$ cat config.mk
export PLATFORM = sky130hd
export DESIGN_NAME = pc_sequencer
export DESIGN_NICKNAME = d
export VERILOG_FILES = /design/src/rtl/pc_sequencer.sv
export SDC_FILE = /design/constraint.sdc
export NUM_CORES = 1
export LEC_CHECK = 0
export ABC_AREA = 1
export BUFFER_PORTS_ARGS = -buffer_cell sky130_fd_sc_hd__buf_2
export CORE_ASPECT_RATIO = 1.5
export CORE_MARGIN = 2
export CORE_UTILIZATION = 50
export DETAILED_ROUTE_END_ITERATION = 10
export PLACE_DENSITY = 0.87
export SYNTH_ARGS = -nofsm -noshare
export SYNTH_HDL_FRONTEND = slang
export SYNTH_SLANG_ARGS = --single-unit
$ cat constraint.sdc
create_clock -name clk -period 3.7 [get_ports clk]
set_input_delay 0.185 -clock clk [delete_from_list [all_inputs] [get_ports clk]]
set_output_delay 0.185 -clock clk [all_outputs]
set_load 0.02 [all_outputs]
$ cat src/rtl/pc_sequencer.sv
// Program counter sequencer for the 16-bit pipelined RISC core.
// Chooses one fetch action per cycle: load a new target, hold the PC, or let it increment.
// Drives the pipeline flush strobes and keeps the interrupt return address.
module pc_sequencer #(
    parameter int unsigned     AddrW     = 13,
    parameter logic [AddrW-1:0] IntVector = 'h1F00
) (
    input  logic             clk,
    input  logic             reset,
    input  logic             run_req_i,
    input  logic             branch_en_i,
    input  logic [AddrW-1:0] branch_addr_i,
    input  logic             jump_en_i,
    input  logic [AddrW-1:0] jump_addr_i,
    input  logic             reti_en_i,
    input  logic             hlt_instr_i,
    input  logic             stall_i,
    input  logic             irq_i,
    input  logic [AddrW-1:0] id_pc_i,
    output logic             start_o,
    output logic             pc_load_en_o,
    output logic [AddrW-1:0] pc_load_addr_o,
    output logic             pc_hold_o,
    output logic             flush_ifid_o,
    output logic             flush_idex_o,
    output logic [AddrW-1:0] epc_o,
    output logic             in_isr_o,
    output logic [1:0]       state_o
);

    typedef enum logic [1:0] {
        StIdle   = 2'd0,
        StRun    = 2'd1,
        StHalted = 2'd2
    } state_e;

    state_e           state_q;
    logic             start_q;
    logic             in_isr_q;
    logic [AddrW-1:0] epc_q;
    logic [AddrW-1:0] halt_pc_q;

    // An interrupt may only be taken when not already servicing one.
    logic irq_ok;
    assign irq_ok = irq_i && !in_isr_q;

    // FSM state plus the registered bookkeeping (start, epc, in_isr, resume address).
    always_ff @(posedge clk or negedge reset) begin
        if (!reset) begin
            state_q   <= StIdle;
            start_q   <= 1'b0;
            in_isr_q  <= 1'b0;
            epc_q     <= '0;
            halt_pc_q <= '0;
        end else begin
            unique case (state_q)
                StIdle: begin
                    if (run_req_i) begin
                        state_q <= StRun;
                        start_q <= 1'b1;
                    end
                end
                StRun: begin
                    if (branch_en_i) begin
                        // Branch wins outright; nothing else changes.
                    end else if (reti_en_i) begin
                        if (in_isr_q) begin
                            in_isr_q <= 1'b0;
                        end
                    end else if (jump_en_i) begin
                        // Plain redirect, no bookkeeping.
                    end else if (irq_ok && !stall_i) begin
                        // The squashed ID instruction re-executes on return.
                        epc_q    <= id_pc_i;
                        in_isr_q <= 1'b1;
                    end else if (hlt_instr_i && !stall_i) begin
                        halt_pc_q <= id_pc_i + 1'b1;
                        state_q   <= StHalted;
                    end
                end
                StHalted: begin
                    if (irq_ok) begin
                        epc_q    <= halt_pc_q;
                        in_isr_q <= 1'b1;
                        state_q  <= StRun;
                    end else if (run_req_i) begin
                        state_q <= StRun;
                    end
                end
                default: state_q <= StIdle;
            endcase
        end
    end

    // Per-cycle fetch action and flush strobes, decoded from state and events.
    always_comb begin
        pc_load_en_o   = 1'b0;
        pc_load_addr_o = '0;
        pc_hold_o      = 1'b0;
        flush_ifid_o   = 1'b0;
        flush_idex_o   = 1'b0;
        unique case (state_q)
            StIdle: begin
                pc_hold_o = 1'b1;
            end
            StRun: begin
                if (branch_en_i) begin
                    pc_load_en_o   = 1'b1;
                    pc_load_addr_o = branch_addr_i;
                    flush_ifid_o   = 1'b1;
                    flush_idex_o   = 1'b1;
                end else if (reti_en_i) begin
                    // Outside an ISR this still behaves as a jump to epc.
                    pc_load_en_o   = 1'b1;
                    pc_load_addr_o = epc_q;
                    flush_ifid_o   = 1'b1;
                end else if (jump_en_i) begin
                    pc_load_en_o   = 1'b1;
                    pc_load_addr_o = jump_addr_i;
                    flush_ifid_o   = 1'b1;
                end else if (irq_ok && !stall_i) begin
                    pc_load_en_o   = 1'b1;
                    pc_load_addr_o = IntVector;
                    flush_ifid_o   = 1'b1;
                end else if (hlt_instr_i && !stall_i) begin
                    pc_hold_o    = 1'b1;
                    flush_ifid_o = 1'b1;
                end else if (stall_i) begin
                    pc_hold_o = 1'b1;
                end
            end
            StHalted: begin
                if (irq_ok) begin
                    pc_load_en_o   = 1'b1;
                    pc_load_addr_o = IntVector;
                    flush_ifid_o   = 1'b1;
                end else if (run_req_i) begin
                    pc_load_en_o   = 1'b1;
                    pc_load_addr_o = halt_pc_q;
                end else begin
                    pc_hold_o = 1'b1;
                end
            end
            default: begin
                pc_hold_o = 1'b1;
            end
        endcase
    end

    assign start_o  = start_q;
    assign epc_o    = epc_q;
    assign in_isr_o = in_isr_q;
    assign state_o  = state_q;

endmodule

==> results.json, run 1 <==
{
  "core_um2": 4771,
  "vias": 2793,
  "worstMarginPinSlew_ps": 688.3,
  "yosysWarnings": 0,
  "dp_hpwl_um": 5448,
  "place_area_um2": 2834,
  "tns_ps": 0,
  "io_buffers": 81,
  "finalCriticalPeriod_ps": 2559,
  "grt_max_degree": 34,
  "routed_wl_um": 7098,
  "hold_class": "input port to flop",
  "timing_worst_setup_path_type": "flop to output port",
  "maxCapViolCount": 0,
  "final_cell_mix": "nand2_1, buf_2, inv_1, dfrtp_1, o21ai_0",
  "drive_gt1_frac": 0.2247,
  "finClkSkew_ps": 9.781,
  "drt-initial-drc-count": 226,
  "nets": 506,
  "yosysSeqAreaShare": 0.3075,
  "leakage_nw": 1.628,
  "ys_ff_latch": 30,
  "grt_pass1_wl_um": 10940,
  "arrival_ps": 2370,
  "intPower_w": 0.001001,
  "diodes": 0,
  "cts.clk_slew.worst_paths_ps": 70,
  "die_h_um": 89.58,
  "regToRegEndpoint": "epc_o[8]$_DFFE_PN0P_",
  "postLayoutCoreUtil": 0.6189,
  "synthCells": 380,
  "cts_setup_buffers": 0,
  "insertion_delay_ps": 290,
  "io_pins": 82,
  "die-area_um2": 5469,
  "gp_congestion": 0.9735,
  "rows": 31,
  "cts_sinks": 30,
  "crit_path_end_kind": "output port",
  "drc": 0,
  "htreeDepth": 2,
  "syn-num-nets": 433,
  "hold_violations": 0,
  "slew_viol_final": 0,
  "r2r.worst_path.cells": 8,
  "ff_latch_area_um2": 750.7,
  "required_ps": 3510,
  "p_sw_w": 0.0009758,
  "vias_per_cell": 5.371,
  "ys_types": 33,
  "multi_input_area_um2": 1463,
  "cts_max_path_buffers": 2,
  "cts_tree": "done",
  "cp-start-kind": "flop",
  "swShare": 0.4935,
  "final_cell_area_um2": 2953,
  "worstReg2RegStart": "state_o[1]$_DFFE_PN0P_",
  "grt_overflow_total": 0,
  "synth.avg_cell_area_um2": 6.424,
  "p_per_area_nw_per_um2": 669.6,
  "nFillCells": 473,
  "rsz0062_at_grt": "no",
  "status": "complete, no violations",
  "fp.dieW_um": 61.05,
  "syn2layout_area_growth_pct": 20.96,
  "setup_viol": 0,
  "hold_start": "id_pc_i[0]",
  "grt_pass1_vias": 2489,
  "crit_path_start": "state_o[1]$_DFFE_PN0P_",
  "antenna_found_initial": 0,
  "layout_commonest_cell": "nand2_1",
  "cts_buffers": 5,
  "initial_core_util": 0.5117,
  "wire_per_inst_um": 13.65,
  "endpoint": "pc_load_addr_o[12]",
  "min_period_over_period": 0.6916,
  "vdd_ir_drop_max_mv": 0.2576,
  "drt-pass1-iter-count": 5,
  "p_seq_frac": 0.295,
  "grtUsageTotal": 0.2671,
  "netlist_area_um2": 2441,
  "power_frac_clock": 0.166,
  "slew_headroom": 0.5411,
  "timing.fmax_mhz": 390.8,
  "clk_root_buffer_cell": "clkbuf_8",
  "reg2reg_setup_slack_ps": 1450,
  "p_comb_frac": 0.539,
  "cp_max_fo": 18,
  "ant_nets": 0
}
cells in the mapped netlist:
cell type  count  area [um^2]
nand3b_1       1        7.510
nor2_1        17        63.81
nor3_1         8        40.04
nand3_2        1        10.01
nor2_8         1        20.02
a22oi_1        4        30.03
xnor2_1        2        17.52
buf_8          1        15.01
buf_6          2        22.52
ha_1           5        62.56
nand2_4        1        11.26
o21ai_2        1        8.760
dfrtp_1       30        750.7
o211ai_1       1        7.510
xor2_1         3        26.28
a31oi_1        1        6.260
nor2_2         1        6.260
inv_2          1        3.750
clkbuf_1       5        18.77
nand3_1       24        120.1
o21ai_0       25        125.1
a21oi_1       23        115.1
buf_4          1        7.510
nor3_4         1        16.27
o21a_1         8        60.06
o21bai_1       1        7.510
nand2_2        4        25.02
buf_1          1        3.750
nand2_1      150        563.0
inv_1         30        112.6
buf_2          7        35.03
nand4_1       18        112.6
inv_6          1        8.760
layer usage:
metal	vias to the layer above	part of all wire	GRT usage
met5	-	0	0
met4	0	0.023	0.1206
met3	17	0.061	0.03868
met2	130	0.52	0.4681
met1	1260	0.39	0.3140
li1	1386	-	-
flip-flops by register name, summed over array words and instances (netlist names):
register / flops
epc_o: 13
halt_pc_q: 13
state_o: 2
in_isr_o: 1
start_o: 1
cells by family (layout without fill, tap and decap cells):
kind of cell | after synthesis | in the layout | share of synthesized area
adder cells (fa/ha/maj) | 5 | 5 | 0.02563
XOR/XNOR | 5 | 5 | 0.01794
AO/OA/AOI/OAI | 64 | 64 | 0.1476
buffers and inverters | 49 | 123 | 0.09328
AND/OR/NAND/NOR | 227 | 227 | 0.4080
flip-flops | 30 | 30 | 0.3075
through the flow:
| step | hold slack [ps] | total power [W] | instances | worst slack (ps) |
|---|---|---|---|---|
| 3_3_place_gp | 243.6 | 0.001605 | 511 | 1669 |
| 2_1_floorplan | -110.6 | 0.001323 | 380 | 1826 |
| 6_report | 189.1 | 0.001977 | 520 | 1141 |
| 3_5_place_dp | 254.5 | 0.001637 | 511 | 1552 |
| 4_1_cts | 185.5 | 0.001968 | 520 | 1217 |
| 5_1_grt | 207.4 | 0.002126 | 520 | 921.3 |
repair_timing:
action / 4_1_cts / 5_1_grt
hold endpoints to repair: 30 / 0
hold buffers: 1 / 0
resized for setup: 0 / 0
cell type report:
cell class | count | area share
multi-input combinational | 301 | 0.4953
sequential | 30 | 0.2542
clock inverter | 3 | 0.01356
timing repair buffer | 83 | 0.1432
tap | 66 | 0.02797
inverter | 32 | 0.04237
clock buffer | 5 | 0.02331
worst max-delay path: stages (launching register included):
cell and delay (ps):
dfrtp_1 430, inv_1 110, ha_1 530, inv_1 200, nor2_1 330, nand2_1 110, a21oi_1 180, buf_2 190
worst min path at each step:
stage	end	slack, ps	cells after the start
final	halt_pc_q[0]$_DFFE_PN0P_	190	2
after global routing	halt_pc_q[0]$_DFFE_PN0P_	210	2
after CTS	halt_pc_q[0]$_DFFE_PN0P_	190	2
after detailed placement	halt_pc_q[8]$_DFFE_PN0P_	250	1
after global placement	epc_o[12]$_DFFE_PN0P_	240	1
after floorplan	epc_o[0]$_DFFE_PN0P_	-110	0
power groups by stage:
stage               clock network (W)  logic (W)  registers [W]
finish                       0.000329    0.00106       0.000584
global route                 0.000343    0.00119       0.000597
CTS                          0.000330    0.00106       0.000579
detailed placement                  0    0.00105       0.000583
global placement                    0    0.00103       0.000579
floorplan                           0   0.000668       0.000655
Note: power is estimated with default switching activity, not from simulation.
==> inputs of run 2 (changes only) <==
--- a/config.mk
+++ b/config.mk
@@ -9,9 +9,9 @@
 export BUFFER_PORTS_ARGS = -buffer_cell sky130_fd_sc_hd__buf_2
 export CORE_ASPECT_RATIO = 1.5
 export CORE_MARGIN = 2
-export CORE_UTILIZATION = 50
+export CORE_UTILIZATION = 46
 export DETAILED_ROUTE_END_ITERATION = 10
-export PLACE_DENSITY = 0.87
+export PLACE_DENSITY = 0.85
 export SYNTH_ARGS = -nofsm -noshare
 export SYNTH_HDL_FRONTEND = slang
 export SYNTH_SLANG_ARGS = --single-unit
==> constraint.sdc (replaced) <==
create_clock -name clk -period 2.2 [get_ports clk]
set_input_delay 0.11 -clock clk [delete_from_list [all_inputs] [get_ports clk]]
set_output_delay 0.11 -clock clk [all_outputs]
set_load 0.02 [all_outputs]
==> run 2 against run 1 <==
  * Routed wire length up 2.6%
  * Flip-flop and latch count did not move
  * Sequential power rose by 67%
  * Critical path depth unchanged
  * Clock power is 34% higher
  * First-iteration DRC count up 3.1%
  * Clock skew fell by 4.6 ps
  * Global-route usage shrank 1.3 points
  * Final area is 1.1% higher
  * Critical path type unchanged
==> results.json, run 2 (synthesized netlist as in run 1, its figures left out) <==
{
  "status": "complete, no violations",
  "postLayoutCoreUtil": 0.5823,
  "cp_max_fo": 8,
  "drt-initial-drc-count": 233,
  "syn2layout_area_growth_pct": 22.24,
  "io_pins": 82,
  "diodes": 0,
  "dp_hpwl_um": 5746,
  "core_um2": 5125,
  "slew_viol_final": 0,
  "p_comb_frac": 0.569,
  "intPower_w": 0.001653,
  "arrival_ps": 1960,
  "p_per_area_nw_per_um2": 1102,
  "crit_path_start": "state_o[1]$_DFFE_PN0P_",
  "dp.cells": 520,
  "cts.clk_slew.worst_paths_ps": 60,
  "post-place-ws_ps": 410.8,
  "ant_nets": 0,
  "hold_violations": 0,
  "initial_core_util": 0.4763,
  "cts_buffers": 5,
  "insertion_delay_ps": 280,
  "finClkSkew_ps": 5.153,
  "regToRegEndpoint": "epc_o[11]$_DFFE_PN0P_",
  "ff_latch_area_um2": 750.7,
  "reg2reg_setup_slack_ps": 380,
  "io_buffers": 81,
  "slew_headroom": 0.5467,
  "leakage_nw": 1.648,
  "drt-pass1-iter-count": 5,
  "vdd_ir_drop_max_mv": 0.4555,
  "finalCriticalPeriod_ps": 2068,
  "p_seq_frac": 0.297,
  "vias_per_cell": 5.340,
  "rsz0062_at_grt": "no",
  "final_cells": 527,
  "timing.fmax_mhz": 483.5,
  "worstMarginPinSlew_ps": 679.9,
  "vias": 2814,
  "hold_class": "input port to flop",
  "setup_slack_ps": 131.8,
  "multi_input_area_um2": 1465,
  "nets": 513,
  "drc": 0,
  "crit_path_end_kind": "output port",
  "fp.dieW_um": 63.48,
  "die_h_um": 93.22,
  "grtUsageTotal": 0.2541,
  "final_cell_area_um2": 2984,
  "rows": 32,
  "r2r.worst_path.cells": 6,
  "swShare": 0.4975,
  "grt_pass1_wl_um": 11900,
  "die-area_um2": 5918,
  "min_period_over_period": 0.9401,
  "maxCapViolCount": 0,
  "cts_tree": "done",
  "grt_overflow_total": 0,
  "nFillCells": 559,
  "clk_root_buffer_cell": "clkbuf_8",
  "grt_max_degree": 31,
  "antenna_found_initial": 0,
  "final_cell_mix": "nand2_1, buf_2, inv_1, dfrtp_1, o21ai_0",
  "tns_ps": 0,
  "cts_sinks": 30,
  "wire_per_inst_um": 13.82,
  "gp_congestion": 0.9284,
  "routed_wl_um": 7283,
  "place_area_um2": 2889,
  "drive_gt1_frac": 0.2353,
  "htreeDepth": 2,
  "worstReg2RegStart": "state_o[1]$_DFFE_PN0P_",
  "endpoint": "pc_load_addr_o[9]",
  "required_ps": 2090,
  "setup_viol": 0,
  "p_sw_w": 0.001636,
  "power_frac_clock": 0.134,
  "layout_commonest_cell": "nand2_1",
  "cp-start-kind": "flop",
  "timing_worst_setup_path_type": "flop to output port",
  "cts_max_path_buffers": 2,
  "grt_pass1_vias": 2674
}
## run 2: power groups by stage
stage	logic (W)	registers, W	clock network (W)
after floorplan	0.00112	0.00110	0
after global placement	0.00181	0.000974	0
after detailed placement	0.00185	0.000978	0
after CTS	0.00186	0.000970	0.000439
after global routing	0.00208	0.00100	0.000460
final	0.00187	0.000978	0.000441
## run 2: final cells by class
cell class,instances,share of cell area
inverter,32,0.04193
tap,68,0.02851
sequential,30,0.2516
clock buffer,6,0.02767
multi-input combinational,301,0.4910
timing repair buffer,90,0.1593
## run 2: what timing repair did
action	CTS	global route
hold buffers	1	0
endpoints found under the setup margin	0	5
gates resized for setup	0	1
setup buffers	0	0
endpoints found under the hold margin	30	0
## run 2: metrics by stage
step                hold slack [ps]  power [W]
floorplan                    -185.6   0.002224
global placement              173.1   0.002786
global route                  185.7   0.003538
CTS                           137.4   0.003267
finish                        148.6   0.003289
detailed placement            181.3   0.002828
## run 2: per-layer routing
metal  up-vias  wire length, um  track usage
li1       1407                -            -
met1      1297             2901       0.2869
met2       103             3787       0.4623
met3         7              506      0.05295
met4         0               88      0.09783
met5         -                0            0
## run 2: worst min-delay path by stage
stage | to | depth (start not counted) | slack (ps) | from
after floorplan | epc_o[0]$_DFFE_PN0P_ | 0 | -190 | reset
after global placement | halt_pc_q[3]$_DFFE_PN0P_ | 1 | 170 | reset
after detailed placement | halt_pc_q[3]$_DFFE_PN0P_ | 1 | 180 | reset
after CTS | halt_pc_q[0]$_DFFE_PN0P_ | 2 | 140 | id_pc_i[0]
after global routing | halt_pc_q[0]$_DFFE_PN0P_ | 2 | 190 | id_pc_i[0]
final | halt_pc_q[0]$_DFFE_PN0P_ | 2 | 150 | id_pc_i[0]
## run 2: critical path, cell delays in order, from the launching register on
cell	delay, ps
dfrtp_1	430
inv_1	120
ha_1	330
inv_1	170
nor2_2	210
nand2_1	90
a21oi_1	140
buf_2	190
